===== config.mk =====
export PLATFORM = sky130hd
export DESIGN_NAME = forest_controller
export DESIGN_NICKNAME = d
export VERILOG_FILES = /design/src/rtl/forest_pkg.sv /design/src/rtl/forest_majority_voter.sv /design/src/rtl/forest_controller.sv
export SDC_FILE = /design/constraint.sdc
export NUM_CORES = 1
export LEC_CHECK = 0
export BUFFER_PORTS_ARGS = -buffer_cell sky130_fd_sc_hd__buf_2
export CORE_AREA = 2 2 102 104
export CTS_CLUSTER_DIAMETER = 50
export DETAILED_ROUTE_END_ITERATION = 8
export DIE_AREA = 0 0 104 106
export PLACE_DENSITY_LB_ADDON = 0.15
export SLEW_MARGIN = 15
export SYNTH_ARGS = -nofsm -noshare
export SYNTH_HDL_FRONTEND = slang
export SYNTH_SLANG_ARGS = --single-unit

===== constraint.sdc =====
create_clock -name clock -period 4.4 [get_ports clock]
set_input_delay 0.22 -clock clock [delete_from_list [all_inputs] [get_ports clock]]
set_output_delay 0.22 -clock clock [all_outputs]
set_load 0.02 [all_outputs]

===== src/rtl/forest_pkg.sv =====
// rtl/forest_pkg.sv - shared constants for the Iris random-forest inference core
//
// Purpose: feature/class widths, 64-bit {exponent, fraction} split thresholds
//          and class codes shared by forest_controller and majority_voter.
// Ports:   none (package).

package forest_pkg;

  localparam int FT_W    = 32;
  localparam int CLASS_W = 2;
  localparam int N_TREES = 3;
  localparam int FV_W    = 2 * FT_W;

  // Thresholds in unsigned {integer, binary fraction} fixed point.
  localparam logic [FV_W-1:0] T_2P45 = {32'd2, 32'h7333_3333};
  localparam logic [FV_W-1:0] T_1P75 = {32'd1, 32'hC000_0000};
  localparam logic [FV_W-1:0] T_0P80 = {32'd0, 32'hCCCC_CCCC};
  localparam logic [FV_W-1:0] T_4P95 = {32'd4, 32'hF333_3333};
  localparam logic [FV_W-1:0] T_0P75 = {32'd0, 32'hC000_0000};
  localparam logic [FV_W-1:0] T_5P05 = {32'd5, 32'h0CCC_CCCC};

  localparam logic [CLASS_W-1:0] CLS_SETOSA     = 2'd0;
  localparam logic [CLASS_W-1:0] CLS_VERSICOLOR = 2'd1;
  localparam logic [CLASS_W-1:0] CLS_VIRGINICA  = 2'd2;

endpackage


===== src/rtl/forest_majority_voter.sv =====
// rtl/forest_majority_voter.sv - combinational 3-input majority vote, ties to lowest class
//
// Purpose: returns the class held by at least two inputs; when all three
//          differ, returns the numerically lowest class code.
// Ports:   i_cls0..i_cls2  in  CLASS_W  class votes from the three trees
//          o_voted         out CLASS_W  winning class

module majority_voter
  import forest_pkg::*;
(
  input  logic [CLASS_W-1:0] i_cls0,
  input  logic [CLASS_W-1:0] i_cls1,
  input  logic [CLASS_W-1:0] i_cls2,
  output logic [CLASS_W-1:0] o_voted
);

  logic [CLASS_W-1:0] w_min01;
  logic [CLASS_W-1:0] w_min;

  always_comb begin
    w_min01 = (i_cls0 <= i_cls1) ? i_cls0 : i_cls1;
    w_min   = (w_min01 <= i_cls2) ? w_min01 : i_cls2;
    o_voted = w_min;
    if ((i_cls0 == i_cls1) || (i_cls0 == i_cls2)) begin
      o_voted = i_cls0;
    end else if (i_cls1 == i_cls2) begin
      o_voted = i_cls1;
    end
  end

endmodule


===== src/rtl/forest_controller.sv =====
// rtl/forest_controller.sv - pipelined 3-tree random forest for 4-feature Iris vectors
//
// Purpose: evaluates three fixed decision trees on every sampled feature
//          vector (stage 1), majority-votes the registered tree results
//          (stage 2). One vector per clock, result two rising edges later.
// Ports:   clock                       in   1   rising-edge clock
//          reset_n                     in   1   asynchronous active-low reset
//          ftN_exponent / ftN_fraction in   32  feature N = {integer, fraction}, N=0..3
//          voted                       out  2   registered majority class

module forest_controller
  import forest_pkg::*;
(
  input  logic               clock,
  input  logic               reset_n,
  input  logic [FT_W-1:0]    ft0_exponent,
  input  logic [FT_W-1:0]    ft0_fraction,
  input  logic [FT_W-1:0]    ft1_exponent,
  input  logic [FT_W-1:0]    ft1_fraction,
  input  logic [FT_W-1:0]    ft2_exponent,
  input  logic [FT_W-1:0]    ft2_fraction,
  input  logic [FT_W-1:0]    ft3_exponent,
  input  logic [FT_W-1:0]    ft3_fraction,
  output logic [CLASS_W-1:0] voted
);

  logic [FV_W-1:0]    w_ft2;
  logic [FV_W-1:0]    w_ft3;
  logic [CLASS_W-1:0] w_tree0;
  logic [CLASS_W-1:0] w_tree1;
  logic [CLASS_W-1:0] w_tree2;
  logic [CLASS_W-1:0] w_vote;
  logic               w_unused_ft;

  logic [CLASS_W-1:0] r_cls0;
  logic [CLASS_W-1:0] r_cls1;
  logic [CLASS_W-1:0] r_cls2;
  logic [CLASS_W-1:0] r_voted;

  // Sepal features never reach a split in these trees.
  assign w_unused_ft = ^{ft0_exponent, ft0_fraction, ft1_exponent, ft1_fraction};

  assign w_ft2 = {ft2_exponent, ft2_fraction};
  assign w_ft3 = {ft3_exponent, ft3_fraction};

  // All splits are inclusive "<=" over the full 64-bit fixed-point value.
  always_comb begin
    w_tree0 = CLS_SETOSA;
    w_tree1 = CLS_SETOSA;
    w_tree2 = CLS_SETOSA;

    if (w_ft2 > T_2P45) begin
      w_tree0 = (w_ft3 <= T_1P75) ? CLS_VERSICOLOR : CLS_VIRGINICA;
    end
    if (w_ft3 > T_0P80) begin
      w_tree1 = (w_ft2 <= T_4P95) ? CLS_VERSICOLOR : CLS_VIRGINICA;
    end
    if (w_ft3 > T_0P75) begin
      w_tree2 = (w_ft2 <= T_5P05) ? CLS_VERSICOLOR : CLS_VIRGINICA;
    end
  end

  always_ff @(posedge clock or negedge reset_n) begin
    if (!reset_n) begin
      r_cls0 <= CLS_SETOSA;
      r_cls1 <= CLS_SETOSA;
      r_cls2 <= CLS_SETOSA;
    end else begin
      r_cls0 <= w_tree0;
      r_cls1 <= w_tree1;
      r_cls2 <= w_tree2;
    end
  end

  majority_voter u_voter (
    .i_cls0  (r_cls0),
    .i_cls1  (r_cls1),
    .i_cls2  (r_cls2),
    .o_voted (w_vote)
  );

  always_ff @(posedge clock or negedge reset_n) begin
    if (!reset_n) begin
      r_voted <= CLS_SETOSA;
    end else begin
      r_voted <= w_vote;
    end
  end

  assign voted = r_voted;

endmodule


==> summary.log, run 1 <==
[timing] RSZ-0062 raised after global routing false
[yosys] top cell type's share of synthesized area 16.2%
[power_and_ir_drop] Design Power 258 uW
[clock_network] CTS hold repair buffers 1
[timing] clk_skew 8.24 ps
[die] die height 106 um
[timing] setup-violating endpoint count in the final report 0
[timing] final critical-path share of the clock period 62.0%
[clock_network] worst-skew pair later-pin latency 230 ps
[clock_network] number of buffers inserted by post-CTS setup repair 0
[setup_path] R2R cell count 11
[finish] number of nets at the end of the flow 568
[power_and_ir_drop] highest ir drop seen on vdd 0.0000897 V
[place] worst-case setup slack after placement 1670 ps
[timing] slew of the pin with the lowest slew margin 1120 ps
[yosys] ys async rst share 100%
[die] placeable core region 10000 um2
[global_route] first-pass GRT wire length 8400 um
[global_route] antenna violations before repair 0
[place] detailed-placement wirelength estimate 5100 um
[power_and_ir_drop] pwr/cell area 122 nW/um2
[finish] share of final-layout standard cells stronger than drive strength 1 46.5%
[yosys] most frequent cells after synthesis nor2_1 (22), nand2_1 (17), nor4_1 (17)
[setup_path] sort of element at the start of the critical path flip-flop
[setup_path] setup slack, reg-to-reg 1670 ps
[global_route] global-route usage over all layers 9.59%
[routing] ANT nets after route 0
[yosys] synthesized flop and latch total 8
[clock_network] CTS tree done
[place] Port Buf Inserts 131
[hold_path] startpoint of the lowest-slack hold path ft2_fraction[31]
[setup_path] worst r2r src r_cls0[1]$_DFF_PN0_
[finish] filler-free cell count of the finished design 439
[routing] WL/cell 12.4 um
[routing] Detailed Routing Iterations Pass 1 4
[power_and_ir_drop] leak pwr 0.933 nW
[die] Total Die Area 11000 um2
[routing] routed vias/inst 4.26
[place] Placed Instance Area 2060 um2
[yosys] count of distinct cell types in the synthesized netlist 44
[yosys] synthesized area per cell 7.37 um2
[power_and_ir_drop] net switching power 71.7 uW
[place] final RePlAce weighted congestion 0.758
[hold_path] Worst Hold Path Cells 3
[yosys] Most used DFF post-synth dfrtp_1
[clock_network] H-tree depth 1
[global_route] largest net degree at the start of global routing 9
[timing] minimum hold slack 357 ps
[run] total of max-cap violations 0
[run_status] outcome complete, no violations
[die] overall die width 104 um
[routing] Detailed Route Iter0 Violations 59
[power_and_ir_drop] power share of the clock group 33.4%
[timing] final worst path period need 2730 ps
[finish] post-route cell area 2110 um2
[setup_path] Req. time, crit path 4510 ps
[timing] worst path setup slack after routing 1670 ps
[setup_path] CP Class reg2reg
[clock_network] cts bufs inserted 3
[global_route] total gr overflow 0
[die] Boundary Pins 260
[clock_network] root buffer cell clkbuf_8
[die] Row Count 37
[finish] Core Util, Final 21.1%
[timing] total negative slack 0 ps
[power_and_ir_drop] Power Internal 187 uW
[routing] number of DRC violations after detailed routing 0
[hold_path] worst min path class in2reg
[yosys] synthesized instance count 168
[yosys] Ys Warns 0
[yosys] cell types with the largest area share after synthesis dfrtp_1 (16%), nor4_1 (8.6%), nor2_1 (6.7%), nand2_1 (5.2%), ha_1 (5.1%)
[finish] number of antenna cells inserted 0
[yosys] Post-Synthesis Cell Area 1240 um2
[yosys] synthesized netlist net count 431
[place] Post-Place Cells 435
[timing] worst-case headroom to the max-slew limit 24.5%
[clock_network] CTS clk-pin slew, worst paths 40 ps
[finish] number of filler instances in the final layout 1178
[yosys] post-synthesis sequential area ratio 16.2%
[clock_network] Max Buffers Root-to-Sink 2
[setup_path] terminus of the critical flop-to-flop path voted[0]$_DFF_PN0_
[setup_path] largest fanout on the critical path 6
[power_and_ir_drop] sequential group share of total power 28.6%
[clock_network] number of clock sinks 8
[global_route] vias in the first global route 1859
[yosys] largest area contributor in the netlist dfrtp_1
[setup_path] data arrival time of the critical path 2830 ps
[timing] total count of hold-check failures in the final report 0
[power_and_ir_drop] combinational cell fraction of total power 38.0%
[yosys] number of synthesized flops with an enable pin 0
[timing] final slew viol count 0
[hold_path] endpoint of the worst hold path r_cls1[1]$_DFF_PN0_
[die] Initial Util 12.4%
[routing] routed wire length 5450 um
[setup_path] capturing element type of the critical path flip-flop
[clock_network] count of cells resized by post-cts repair 0
[routing] total via count after detailed routing 1870
[power_and_ir_drop] proportion of total power due to net switching 27.7%
[finish] area added between synthesis and finish 70.9%
[yosys] most numerous cell in the Yosys netlist nor2_1
[timing] Achievable Freq 367 MHz
[state kept, by name (all words and copies together) (netlist names)]
name	flops
voted	2
r_cls2	2
r_cls1	2
r_cls0	2
[final cells by class]
cell class                      count  area, um2  area share, %
Timing Repair Buffer              132        666           31.5
Multi-Input combinational cell    154       1010           48.0
Tap cell                          136        170           8.05
Inverter                            6       22.5           1.07
Clock buffer                        3       41.3           1.95
Sequential cell                     8        200           9.47
[logic make-up (layout without fill, tap and decap cells)]
logic type	Yosys count	in the layout	synth area share, %
and+or+nand+nor	99	99	47.8
xor gates and xnor gates	4	4	2.83
AOI/OAI and AO/OA	46	46	26.3
adders and majority gates	5	5	5.06
buffers and inverters	6	141	1.82
DFF	8	8	16.2
[layout by cell type, fill, tap and decap left out, types with 5 or more instances in the layout]
cell       n
or4_1      6
nor2_1    22
dfrtp_1    8
a21oi_1    8
nor3_1     5
o21ai_1    5
buf_2    131
nand2_1   17
inv_1      5
ha_1       5
nand4_1   10
nor4_1    17
[layer usage]
layer	global-route usage, %	vias up	wire [um]
li1	-	962	-
met2	17.8	98	2690
met1	11.9	808	2310
met4	0.869	0	7
met5	0	-	0
met3	1.96	2	446
[worst max-delay path, cell delays in order (launching register included)]
cell       delay [ps]
dfrtp_1           450
ha_1              360
nor2b_1           140
o32ai_1           370
nor2_1            110
ha_1              190
nor2b_1           110
a2bb2oi_1         300
o21bai_1          160
a22oi_1           110
o31ai_1           220
a21oi_1            60
[power groups by stage]
| stage | logic (mW) | clock network, mW | registers, mW |
|---|---|---|---|
| final | 0.0983 | 0.0863 | 0.0739 |
| after global routing | 0.110 | 0.0964 | 0.0737 |
| after CTS | 0.0997 | 0.0899 | 0.0739 |
| after detailed placement | 0.0987 | 0 | 0.0749 |
| after global placement | 0.0983 | 0 | 0.0749 |
| after floorplan | 0.0211 | 0 | 0.0749 |
[worst max-delay path by stage]
stage | slack [ps] | from | to | cells past startpoint
floorplan | 1980 | r_cls0[1]$_DFF_PN0_ | voted[0]$_DFF_PN0_ | 11
global placement | 1670 | r_cls0[1]$_DFF_PN0_ | voted[0]$_DFF_PN0_ | 11
detailed placement | 1670 | r_cls0[1]$_DFF_PN0_ | voted[0]$_DFF_PN0_ | 11
CTS | 1660 | r_cls0[1]$_DFF_PN0_ | voted[0]$_DFF_PN0_ | 11
global route | 1350 | r_cls0[1]$_DFF_PN0_ | voted[1]$_DFF_PN0_ | 11
finish | 1670 | r_cls0[1]$_DFF_PN0_ | voted[0]$_DFF_PN0_ | 11
Note: power is estimated with default switching activity, not from simulation.
==> run 2: changes to the inputs <==
CORE_AREA = 2 2 101 103   (was 2 2 102 104)
DIE_AREA = 0 0 103 105   (was 0 0 104 106)
clock period = 2.8 ns   (was 4.4 ns; I/O delays follow)
==> run 2 against run 1 <==
Net effect:
- combinational power rose by 61%
- register-to-register slack got worse by 1400 ps
- via count rose by 3.5%
- die area fell by 1.9%
- worst setup slack got worse by 1400 ps
- final area rose by 2.2%
- non-clock buffer count rose by 5
- routed wire length rose by 7.9%
- sequential power rose by 57%
- first-iteration DRC count fell by 32%
- critical endpoint unchanged
==> summary.log, run 2 (same netlist as run 1, synthesis figures left out) <==
[routing] WL/cell 13.3 um [was 12.4 um]
[timing] Achievable Freq 399 MHz [was 367 MHz]
[global_route] global-route usage over all layers 10.4% [was 9.59%]
[finish] area added between synthesis and finish 74.7% [was 70.9%]
[clock_network] number of buffers inserted by post-CTS setup repair 0 [unchanged]
[clock_network] cts bufs inserted 3 [unchanged]
[setup_path] data arrival time of the critical path 2610 ps [was 2830 ps]
[die] die height 105 um [was 106 um]
[routing] total via count after detailed routing 1936 [was 1870]
[timing] clk_skew 2.62 ps [was 8.24 ps]
[timing] slew of the pin with the lowest slew margin 631 ps [was 1120 ps]
[place] Placed Instance Area 2100 um2 [was 2060 um2]
[routing] ANT nets after route 0 [unchanged]
[die] Row Count 36 [was 37]
[run] total of max-cap violations 0 [unchanged]
[finish] post-route cell area 2160 um2 [was 2110 um2]
[place] detailed-placement wirelength estimate 5420 um [was 5100 um]
[routing] met2 wire length 2870 um [was 2690 um]
[die] overall die width 103 um [was 104 um]
[timing] RSZ-0062 raised after global routing false [unchanged]
[finish] filler-free cell count of the finished design 441 [was 439]
[setup_path] capturing element type of the critical path flip-flop [unchanged]
[finish] most common library cell in the layout ignoring fill and taps buf_2 [unchanged]
[timing] total count of hold-check failures in the final report 0 [unchanged]
[clock_network] worst-skew pair later-pin latency 230 ps [about the same]
[routing] routed wire length 5880 um [was 5450 um]
[routing] routed vias/inst 4.39 [was 4.26]
[die] Boundary Pins 260 [unchanged]
[timing] worst-case headroom to the max-slew limit 57.5% [was 24.5%]
[finish] multi-input gate area in the final layout 1030 um2 [was 1010 um2]
[global_route] first-pass GRT wire length 8800 um [was 8400 um]
[routing] Detailed Routing Iterations Pass 1 4 [unchanged]
[finish] commonest cells after routing, fill and taps aside buf_2 (131), nor2_1 (22), nand2_1 (17), nor4_1 (17), nand4_1 (10) [unchanged]
[power_and_ir_drop] leak pwr 0.957 nW [was 0.933 nW]
[global_route] vias in the first global route 1978 [was 1859]
[timing] final critical-path share of the clock period 89.5% [was 62.0%]
[timing] final slew viol count 0 [unchanged]
[global_route] largest net degree at the start of global routing 9 [unchanged]
[routing] wire length on met1 2520 um [was 2310 um]
[routing] number of DRC violations after detailed routing 0 [unchanged]
[setup_path] sort of element at the start of the critical path flip-flop [unchanged]
[clock_network] H-tree depth 1 [unchanged]
[clock_network] number of clock sinks 8 [unchanged]
[setup_path] CP Class reg2reg [unchanged]
[timing] setup-violating endpoint count in the final report 0 [unchanged]
[clock_network] root buffer cell clkbuf_8 [unchanged]
[finish] number of antenna cells inserted 0 [unchanged]
[finish] share of final-layout standard cells stronger than drive strength 1 48.1% [was 46.5%]
[clock_network] Max Buffers Root-to-Sink 2 [unchanged]
[clock_network] CTS tree done [unchanged]
[setup_path] largest fanout on the critical path 4 [was 6]
[routing] length of routed met3 wiring 494 um [was 446 um]
[power_and_ir_drop] highest ir drop seen on vdd 0.000123 V [was 0.0000897 V]
[die] Total Die Area 10800 um2 [was 11000 um2]
[finish] number of nets at the end of the flow 573 [was 568]
[global_route] antenna violations before repair 0 [unchanged]
[routing] top routing layer used met3 [was met4]
[setup_path] Req. time, crit path 2900 ps [was 4510 ps]
[hold_path] worst min path class in2reg [unchanged]
[timing] final worst path period need 2500 ps [was 2730 ps]
[die] placeable core region 9640 um2 [was 10000 um2]
[finish] number of filler instances in the final layout 1122 [was 1178]
[place] final RePlAce weighted congestion 0.812 [was 0.758]
[finish] combined flip-flop and latch cell area 200 um2 [unchanged]
[global_route] total gr overflow 0 [unchanged]
[clock_network] CTS clk-pin slew, worst paths 40 ps [about the same]
[routing] Detailed Route Iter0 Violations 40 [was 59]
[place] Post-Place Cells 437 [was 435]
[power_and_ir_drop] pwr/cell area 192 nW/um2 [was 122 nW/um2]
[die] Initial Util 12.8% [was 12.4%]
[place] Port Buf Inserts 131 [unchanged]
[run_status] outcome complete, no violations [unchanged]
[timing] total negative slack 0 ps [unchanged]
[finish] Core Util, Final 22.4% [was 21.1%]
==> run 2: path summary, 6_finish.rpt <==
check / to / from / cells after the start / slack (ps)
worst max-delay path: voted[0]$_DFF_PN0_ / r_cls0[0]$_DFF_PN0_ / 11 / 300
max in group asynchronous: r_cls1[1]$_DFF_PN0_ / reset_n / 2 / 2340
worst max register to register: voted[0]$_DFF_PN0_ / r_cls0[0]$_DFF_PN0_ / 11 / 300
worst min-delay path: r_cls1[1]$_DFF_PN0_ / ft2_fraction[31] / 3 / 260
worst min register to register: voted[0]$_DFF_PN0_ / r_cls0[0]$_DFF_PN0_ / 2 / 610
min in group asynchronous: voted[1]$_DFF_PN0_ / reset_n / 2 / 290
==> run 2: report_power, final <==
group,switching [mW],leakage [nW],total (mW),internal (mW)
sequential,0.000000000386,0.0909,0.116,0.116
clock,0.0465,0.0216,0.140,0.0933
combinational,0.0734,0.844,0.158,0.0850
==> run 2: area by class of cell <==
cell class                 instances  share of cell area (%)
timing repair buffer             137                    32.5
clock buffer                       3                    1.91
inverter                           6                    1.04
multi-input combinational        154                    47.6
tap                              133                    7.70
sequential                         8                    9.26
==> run 2: repair_timing <==
action / in CTS / in global routing
hold buffers: 1 / 0
resized for setup: 0 / 2
endpoints found under the hold margin: 8 / 0
endpoints found under the setup margin: 0 / 2
==> run 2: through the flow <==
stage / total power [mW] / hold slack, ps / setup slack, ps
floorplan: 0.151 / -156 / 383
global placement: 0.276 / 0.0241 / 178
detailed placement: 0.276 / -2.96 / 187
CTS: 0.421 / 257 / 180
global route: 0.445 / 287 / 62.8
finish: 0.414 / 258 / 295
==> run 2: worst max-delay path: stages, from the launching register on <==
cell       delay (ps)
dfrtp_1           400
inv_2              80
ha_1              320
o32ai_1           410
nor2_1             90
ha_1              190
nor2b_1           130
a2bb2oi_2         210
o21bai_1          130
a22oi_1           120
o31ai_1           230
a21oi_1            70
==> run 2: layer usage <==
metal | GRT usage (%) | up-vias
met5 | 0 | -
met4 | 0.564 | 0
met3 | 1.81 | 0
met2 | 19.0 | 107
met1 | 13.2 | 857
li1 | - | 972
